<file path="config.mk">
export PLATFORM = sky130hd
export DESIGN_NAME = wb_stage_pipe
export DESIGN_NICKNAME = d
export VERILOG_FILES = /design/src/rtl/wb_stage_pipe_pkg.sv /design/src/rtl/wb_stage_pipe_load_align.sv /design/src/rtl/wb_stage_pipe.sv
export SDC_FILE = /design/constraint.sdc
export NUM_CORES = 1
export LEC_CHECK = 0
export BUFFER_PORTS_ARGS = -buffer_cell sky130_fd_sc_hd__buf_2
export CORE_AREA = 5 5 105 107
export DETAILED_ROUTE_END_ITERATION = 8
export DIE_AREA = 0 0 110 112
export HOLD_SLACK_MARGIN = 0.02
export PLACE_DENSITY = 0.81
export REMOVE_ABC_BUFFERS = 1
export SETUP_SLACK_MARGIN = 0.15
export SLEW_MARGIN = 20
export SYNTH_ARGS = -nofsm -noshare
export SYNTH_HDL_FRONTEND = slang
export SYNTH_SLANG_ARGS = --single-unit
</file>
<file path="constraint.sdc">
create_clock -name clk -period 1.6 [get_ports clk]
set_input_delay 0.4 -clock clk [delete_from_list [all_inputs] [get_ports clk]]
set_output_delay 0.4 -clock clk [all_outputs]
set_load 0.1 [all_outputs]
</file>
<file path="src/rtl/wb_stage_pipe_pkg.sv">
// Shared encodings for the writeback stage and its load-alignment helper.
//   wb_sel_e   : result source selected by the MEM stage
//   ld_size_e  : load access size
//   wb_state_e : writeback entry state
package wb_stage_pipe_pkg;

  typedef enum logic [1:0] {
    WB_SEL_EXEC = 2'b00,
    WB_SEL_LOAD = 2'b01,
    WB_SEL_LINK = 2'b10,
    WB_SEL_NONE = 2'b11
  } wb_sel_e;

  // Encoding 2'b11 is reserved and handled like a word load.
  typedef enum logic [1:0] {
    LD_BYTE = 2'b00,
    LD_HALF = 2'b01,
    LD_WORD = 2'b10
  } ld_size_e;

  typedef enum logic [1:0] {
    ST_IDLE     = 2'b00,  // no entry held
    ST_WAIT_MEM = 2'b01,  // load held, response outstanding
    ST_COMMIT   = 2'b10,  // result known, written on the next edge
    ST_DRAIN    = 2'b11   // flushed load, swallowing its orphan response
  } wb_state_e;

endpackage

</file>
<file path="src/rtl/wb_stage_pipe_load_align.sv">
// Combinational load formatter: picks the addressed byte/half lane of a raw
// read word and sign- or zero-extends it to DATA_W. Word loads (and the
// reserved size) pass the raw word through unchanged, upper bits included.
// Ports:
//   rdata_i    [DATA_W-1:0] raw read word
//   size_i     [1:0]        access size (byte/half/word/reserved)
//   unsigned_i              zero-extend instead of sign-extend
//   off_i      [1:0]        byte offset within the low 32-bit word
//   data_o     [DATA_W-1:0] formatted result
module wb_load_align
  import wb_stage_pipe_pkg::*;
#(
  parameter int DATA_W = 32
) (
  input  logic [DATA_W-1:0] rdata_i,
  input  logic [1:0]        size_i,
  input  logic              unsigned_i,
  input  logic [1:0]        off_i,
  output logic [DATA_W-1:0] data_o
);

  logic [7:0]  byte_lane;
  logic [15:0] half_lane;
  logic        byte_fill;
  logic        half_fill;

  assign byte_lane = rdata_i[{off_i, 3'b000} +: 8];
  // off_i[0] is ignored for halves; misaligned halves never reach this stage.
  assign half_lane = rdata_i[{off_i[1], 4'b0000} +: 16];
  assign byte_fill = ~unsigned_i & byte_lane[7];
  assign half_fill = ~unsigned_i & half_lane[15];

  always_comb begin
    // NOTE: the default assignment ahead of the case keeps this block free of inferred latches.
    data_o = rdata_i;
    case (size_i)
      LD_BYTE: data_o = {{(DATA_W-8){byte_fill}}, byte_lane};
      LD_HALF: data_o = {{(DATA_W-16){half_fill}}, half_lane};
      default: data_o = rdata_i;
    endcase
  end

endmodule

</file>
<file path="src/rtl/wb_stage_pipe.sv">
// Registered writeback stage between MEM and the register file.
// Holds at most one retiring instruction, waits for load data when needed,
// formats sub-word loads, and writes the register file one edge after the
// result is known. A same-cycle bypass exposes the held result.
// Ports:
//   clk, rst                       clock, synchronous active-high reset
//   mm_valid / mm_ready            MEM handshake (transfer on both high)
//   mm_exec_out, mm_link           candidate results
//   mm_wb_sel, mm_rd               result select and destination
//   mm_ld_size/_unsigned/_off      load formatting controls
//   mem_rvalid, mem_rdata          data-memory read response
//   flush                          kill the held instruction
//   reg_wr_en/_addr/_data          registered register-file write port
//   byp_valid/_rd/_data            bypass view of the held entry
module wb_stage_pipe
  import wb_stage_pipe_pkg::*;
#(
  parameter int DATA_W      = 32,
  parameter int RADDR_W     = 5,
  parameter int ZERO_REG_EN = 1
) (
  input  logic               clk,
  input  logic               rst,
  input  logic               mm_valid,
  output logic               mm_ready,
  input  logic [DATA_W-1:0]  mm_exec_out,
  input  logic [DATA_W-1:0]  mm_link,
  input  logic [1:0]         mm_wb_sel,
  input  logic [RADDR_W-1:0] mm_rd,
  input  logic [1:0]         mm_ld_size,
  input  logic               mm_ld_unsigned,
  input  logic [1:0]         mm_ld_off,
  input  logic               mem_rvalid,
  input  logic [DATA_W-1:0]  mem_rdata,
  input  logic               flush,
  output logic               reg_wr_en,
  output logic [RADDR_W-1:0] reg_wr_addr,
  output logic [DATA_W-1:0]  reg_wr_data,
  output logic               byp_valid,
  output logic [RADDR_W-1:0] byp_rd,
  output logic [DATA_W-1:0]  byp_data
);

  localparam bit ZeroRegEn = (ZERO_REG_EN != 0);

  wb_state_e          state_q;
  logic [RADDR_W-1:0] rd_q;
  logic [DATA_W-1:0]  data_q;
  logic               wen_q;      // entry targets the register file at all
  logic [1:0]         ld_size_q;
  logic               ld_uns_q;
  logic [1:0]         ld_off_q;
  logic               wr_en_q;
  logic [RADDR_W-1:0] wr_addr_q;
  logic [DATA_W-1:0]  wr_data_q;

  logic               accept;
  logic               write_ok;
  logic [DATA_W-1:0]  ld_fmt;

  wb_load_align #(.DATA_W(DATA_W)) u_align (
    .rdata_i    (mem_rdata),
    .size_i     (ld_size_q),
    .unsigned_i (ld_uns_q),
    .off_i      (ld_off_q),
    .data_o     (ld_fmt)
  );

  assign mm_ready = (state_q == ST_IDLE) || (state_q == ST_COMMIT);
  // Flush wins over a same-cycle transfer: ready is still shown, data dropped.
  assign accept   = mm_valid && mm_ready && !flush;
  assign write_ok = wen_q && !(ZeroRegEn && (rd_q == '0));

  always_ff @(posedge clk) begin
    if (rst) begin
      state_q   <= ST_IDLE;
      rd_q      <= '0;
      data_q    <= '0;
      wen_q     <= 1'b0;
      ld_size_q <= '0;
      ld_uns_q  <= 1'b0;
      ld_off_q  <= '0;
      wr_en_q   <= 1'b0;
      wr_addr_q <= '0;
      wr_data_q <= '0;
    end else begin
      // NOTE: non-blocking assignments throughout, so every branch sees the pre-edge state and later assignments in this block simply override earlier ones.
      wr_en_q <= 1'b0;

      case (state_q)
        ST_IDLE: state_q <= ST_IDLE;

        ST_WAIT_MEM: begin
          if (flush) begin
            // A response arriving with the flush is consumed and dropped.
            state_q <= mem_rvalid ? ST_IDLE : ST_DRAIN;
          end else if (mem_rvalid) begin
            data_q  <= ld_fmt;
            state_q <= ST_COMMIT;
          end
        end

        ST_COMMIT: begin
          // Address/data only move on a real write so they hold otherwise.
          if (write_ok && !flush) begin
            wr_en_q   <= 1'b1;
            wr_addr_q <= rd_q;
            wr_data_q <= data_q;
          end
          state_q <= ST_IDLE;
        end

        ST_DRAIN: begin
          if (mem_rvalid) state_q <= ST_IDLE;
        end

        default: state_q <= ST_IDLE;
      endcase

      // A new transfer (only possible in IDLE/COMMIT) overrides the
      // IDLE fall-through chosen above.
      if (accept) begin
        rd_q      <= mm_rd;
        wen_q     <= (mm_wb_sel != WB_SEL_NONE);
        data_q    <= (mm_wb_sel == WB_SEL_LINK) ? mm_link : mm_exec_out;
        ld_size_q <= mm_ld_size;
        ld_uns_q  <= mm_ld_unsigned;
        ld_off_q  <= mm_ld_off;
        state_q   <= (mm_wb_sel == WB_SEL_LOAD) ? ST_WAIT_MEM : ST_COMMIT;
      end
    end
  end

  assign reg_wr_en   = wr_en_q;
  assign reg_wr_addr = wr_addr_q;
  assign reg_wr_data = wr_data_q;

  assign byp_valid = (state_q == ST_COMMIT) && write_ok;
  assign byp_rd    = rd_q;
  assign byp_data  = data_q;

endmodule

</file>
---- Word-level counts from Yosys, hierarchy flattened ----
Cells that the tools add are included.
operators by class
  shift-type cells ........................ 2
  equality and inequality tests ........... 10
  muxes and demuxes ....................... 14
  bitwise operators ....................... 4
  reductions and logical operators ........ 18
operator list
  cell                  count
  $mux W32              5
  $pmux W32 S2          1
  $shiftx A32 B6 Y16    1
  $shiftx A32 B6 Y8     1
  $mux W2               6
  $eq A2 B1 Y1 const B  3
  $eq A2 B2 Y1 const B  3
  $pmux W2 S3           1
  $logic_and A1 B1 Y1   5
  $logic_not A5 Y1      1
  $logic_not A2 Y1      2
  $ne A4 B4 Y1 const B  1
  $reduce_and A2 Y1     2
  $reduce_bool A2 Y1    2
  $reduce_or A2 Y1      2
  $ne A3 B3 Y1 const B  1
  $reduce_and A3 Y1     1
  $and A1 B1 Y1         2
  $logic_not A1 Y1      2
  $ne A2 B1 Y1 const B  1
  $ne A2 B2 Y1 const B  1
  $not A1 Y1            2
  $logic_or A1 B1 Y1    1
  $mux W1               1
storage, ports and cells
  word-level logic and storage cells ...... 58
  register bits after elaboration ......... 83

---- Longest topological paths before layout ----
  word-level depth ........................ 7
  gate-level depth with buffers ........... 6
  gate-level depth less buffers ........... 4

---- Modules after synthesis ----
From an unflattened synthesis, not the netlist that was laid out.
second synthesis, totals
  cells, all modules ...................... 531
  area total of the unflattened synthesis .. 4561.9 um^2
by module, submodules not included
  module         times used  sequential area each (um^2)  area each (um^2)  cells each
  wb_stage_pipe  1           1661.6                       3847.4            414
  wb_load_align  1           0.0                          714.4             117

---- Least setup slack after synthesis ----
OpenSTA, ideal clock, no wires.
  path type ............................... register -> output
  start ................................... reg rd_q[1], in the netlist byp_rd[1]
  end ..................................... out byp_valid
  cell stages (with the launch flop) ...... 3
  required time ........................... 1.200 ns
  path buffers ............................ 0
  setup slack ............................. -0.848 ns
  arrival time ............................ 2.048 ns
  cells stage by stage .................... dfxtp_1 or4_4 o2111a_1
between the ends
  longest elaborated chain between the ends .. 4
ends and longest elaborated chain
  item                    RTL line              RTL
  start, declared         wb_stage_pipe.sv:47   logic [RADDR_W-1:0] rd_q;
  start signal, assigned  wb_stage_pipe.sv:123  rd_q <= mm_rd;
  $logic_not A5 Y1        wb_stage_pipe.sv:72   assign write_ok = wen_q && !(ZeroRegEn && (rd_q == '0));
  $logic_not A1 Y1        wb_stage_pipe.sv:72
  $logic_and A1 B1 Y1     wb_stage_pipe.sv:72
  $logic_and A1 B1 Y1     wb_stage_pipe.sv:138  assign byp_valid = (state_q == ST_COMMIT) && write_ok;
  end, declared           wb_stage_pipe.sv:39   output logic byp_valid,
Every way passes these cells.

---- Final worst setup path ----
  start ................................... reg rd_q[1], in the netlist byp_rd[1]
  end ..................................... reg wr_data_q[23], in the netlist reg_wr_data[23]
between the ends
  longest elaborated chain between the ends .. 5
ends and longest elaborated chain
  item                                RTL line              RTL
  $logic_not A5 Y1                    wb_stage_pipe.sv:72
  $logic_not A1 Y1                    wb_stage_pipe.sv:72
  $logic_and A1 B1 Y1                 wb_stage_pipe.sv:72
  $logic_and A1 B1 Y1                 wb_stage_pipe.sv:105  if (write_ok && !flush) begin
  $reduce_and A2 Y1 (no source line)  n/a
  end signal, assigned                wb_stage_pipe.sv:108  wr_data_q <= data_q;
  end, declared                       wb_stage_pipe.sv:55   logic [DATA_W-1:0] wr_data_q;
Every way passes these cells.
A chain may end at the register's enable or synchronous reset.

==> results.sh <==
export IMPL_grt_pass1_wl_mm=25.6
export IMPL_worstPathMaxFanout=5
export IMPL_critPathKind="flop to flop"
export IMPL_violations="setup timing"
export IMPL_final_cells=858
export IMPL_synth_top_cell_area_share_pct=39.9
export IMPL_num_vias=4934
export IMPL_wl_met2_mm=9.39
export IMPL_cp_end_kind="flop"
export IMPL_finalHoldViolations=0
export IMPL_maxUsedRoutingLayer="met4"
export IMPL_slew_viol_final=0
export IMPL_rows=37
export IMPL_dr_first_iter_drc_count=372
export IMPL_ys_async_sr_fraction_pct=0
export IMPL_gr_usage_all_layers_pct=26.7
export IMPL_period_needed_ns=2.20
export IMPL_crit_start="byp_rd[1]"
export IMPL_drive_gt1_share_pct=58.7
export IMPL_drtPass1Iterations=5
export IMPL_grt_max_degree=41
export IMPL_coreArea_um2=10000
export IMPL_fin_ws_ns=-0.603
export IMPL_dp_hpwl_mm=10.8
export IMPL_ys_seq_elements=83
export IMPL_cts_buffer_depth=2
export IMPL_clock_latency_ns=0.36
export IMPL_min_period_over_period_pct=138
export IMPL_antenna_left=0
export IMPL_drv_cap=0
export IMPL_ys_warn_count=0
export IMPL_place_inst=799
export IMPL_start_util_pct=41.5
export IMPL_finClkSkew_ns=0.00805
export IMPL_cp_cell_sequence="or4_4 -> buf_4 -> buf_6 -> o21ai_4 -> buf_6 -> buf_6 -> buf_12 -> mux2i_1 -> nor2_1"
export IMPL_start_kind="flop"
export IMPL_slowest_stage="or4_4"
export IMPL_status="complete, but fails checks"
export IMPL_drc_errors=0
export IMPL_syn_area_per_cell_um2=8.94
export IMPL_synthTopCellsByArea="dfxtp_1, mux2i_1, mux2_2, nand2_1, nor2_1"
export IMPL_ys_flop_type="dfxtp_1"
export IMPL_slew_headroom_pct=72.3
export IMPL_syn_to_final_growth_pct=79.4
export IMPL_port_buffers=189
export IMPL_worstPathRequired_ns=1.84
export IMPL_netlist_area_um2=4170
export IMPL_viasPerCell=5.75
export IMPL_die_h_um=112
export IMPL_cts_buffers_inserted=9
export IMPL_gp_congestion=0.850
export IMPL_dieArea_um2=12300
export IMPL_yosysTopAreaCell="dfxtp_1"
export IMPL_ir_worst_vdd_v=0.000509
export IMPL_grt_pass1_vias=4938
export IMPL_powerDensity_nw_per_um2=773
export IMPL_io_pins=190
export IMPL_yosysMostFrequentCell="dfxtp_1"
export IMPL_layout_nets=829
export IMPL_drt_total_wl_mm=18.9
export IMPL_cts_hold_buf=0
export IMPL_wl_met1_mm=6.89
export IMPL_worstMarginPinSlew_ns=0.412
export IMPL_synth_cells=466
export IMPL_finish_utilization_pct=74.4
export IMPL_die_w_um=110
export IMPL_hold_path_class="input port to flop"
export IMPL_cts_num_sinks=83
export IMPL_finalSetupViolations=64
export IMPL_avgRoutedWirePerCell_um=22.0
export IMPL_antenna_found_initial=1
export IMPL_cp_arrival_ns=2.44
export IMPL_leakagePower_uw=0.00342
export IMPL_fmax_mhz=454
export IMPL_synth_yosys_seq_area_share_pct=39.9
export IMPL_grt_overflow_total=0
export IMPL_ys_top_cells_by_count="dfxtp_1, nand2_1, nor2_1"
export IMPL_synth_edf_count=0
export IMPL_yosysUniqueCellTypes=44
export IMPL_crit_top_cell="buf_6"
export IMPL_rsz0062_at_grt="yes"
export IMPL_clockRootBuffer="clkbuf_8"
export IMPL_critPathMaxStageDelay_ns=0.56
export IMPL_htree_levels=3
export IMPL_r2r_start="byp_rd[1]"
export IMPL_worstHoldStart="mm_wb_sel[1]"
export IMPL_wl_met3_mm=1.65
export IMPL_cts_tree="built"
export IMPL_path_clk_slew_ns=0.08
[area by class of cell]
| class | instances | area, um^2 |
|---|---|---|
| multi-input cells | 334 | 2850 |
| fillers | 629 | 2570 |
| repair buffers | 278 | 2510 |
| flip-flops and latches | 83 | 1680 |
| well taps | 136 | 170 |
| clock buffers | 12 | 155 |
| clock inverters | 4 | 72.6 |
| inverters | 10 | 40.0 |
| diodes | 1 | 2.50 |
[through the flow]
stage / area [um^2] / setup TNS (ns) / worst slack, ns / hold slack (ns) / power [uW]
finish: 7480 / -17.78 / -0.603 / 0.263 / 5780
global placement: 5550 / -11.37 / -0.198 / 0.443 / 3520
floorplan: 3950 / -98.44 / -1.57 / 0.465 / 3070
global route: 7480 / -20.46 / -0.647 / 0.268 / 5950
CTS: 6820 / -14.11 / -0.482 / 0.259 / 5500
detailed placement: 5550 / -14.51 / -0.268 / 0.449 / 3550
[cells by family after synthesis]
logic type | synth area share, %
compound gates | 15.6
buf+inv | 6.09
flops | 39.9
mux | 19.7
simple gates | 18.8
[where the power goes]
group	total (uW)	leakage [uW]	internal, uW	switching [uW]
Combinational	1820	0.00263	725	1090
Clock	1730	0.000113	963	768
Sequential	2230	0.000680	2140	91.1
[registers in the layout, indices dropped and copies added, names as in the netlist]
signal	cells
wen_q	1
ld_off_q	2
byp_rd	5
reg_wr_en	1
reg_wr_data	32
reg_wr_addr	5
ld_uns_q	1
state_q	2
ld_size_q	2
byp_data	32
[critical path, delay by kind of cell (launching register included)]
| family | cells | cell delay (ns) |
|---|---|---|
| AO/OA/AOI/OAI | 1 | 0.18 |
| flip-flops | 1 | 0.34 |
| multiplexers | 1 | 0.29 |
| buffers and inverters | 5 | 0.64 |
| AND/OR/NAND/NOR | 2 | 0.64 |
[cells in the final DEF (no fill, tap or decap), drive strengths merged, types with 2 or more instances in the layout]
master and n:
a311oi 17, a32oi 2, a221o 7, nand2 72, o21ai 5, or3 2
o32ai 8, inv 10, a211oi 15, a21oi 14, nor2 58, mux2i 45
mux2 31, buf 274, clkbuf 16, nor3 8, or4 2, nand3 16
a221oi 7, bufinv 2, dfxtp 83, nor2b 12
[final timing paths]
| path | slack (ns) | endpoint | cells after the start |
|---|---|---|---|
| setup / recovery | -0.60 | reg_wr_data[23] | 9 |
| hold / removal | 0.26 | wen_q | 2 |
| setup reg to reg | -0.60 | reg_wr_data[23] | 9 |
| hold reg to reg | 0.48 | reg_wr_addr[4] | 2 |
[routing by layer]
| layer | vias to the layer above | GRT usage, % |
|---|---|---|
| met5 | - | 0 |
| met4 | 0 | 13.3 |
| met2 | 306 | 45.8 |
| li1 | 2159 | - |
| met3 | 93 | 6.26 |
| met1 | 2376 | 30.5 |
[timing repair]
item	CTS	global route
cloned	8	3
pin swaps	21	30
resized for setup	189	107
setup buffers	17	14
endpoints found under the setup margin	158	109
(Power assumes the default switching activity.)
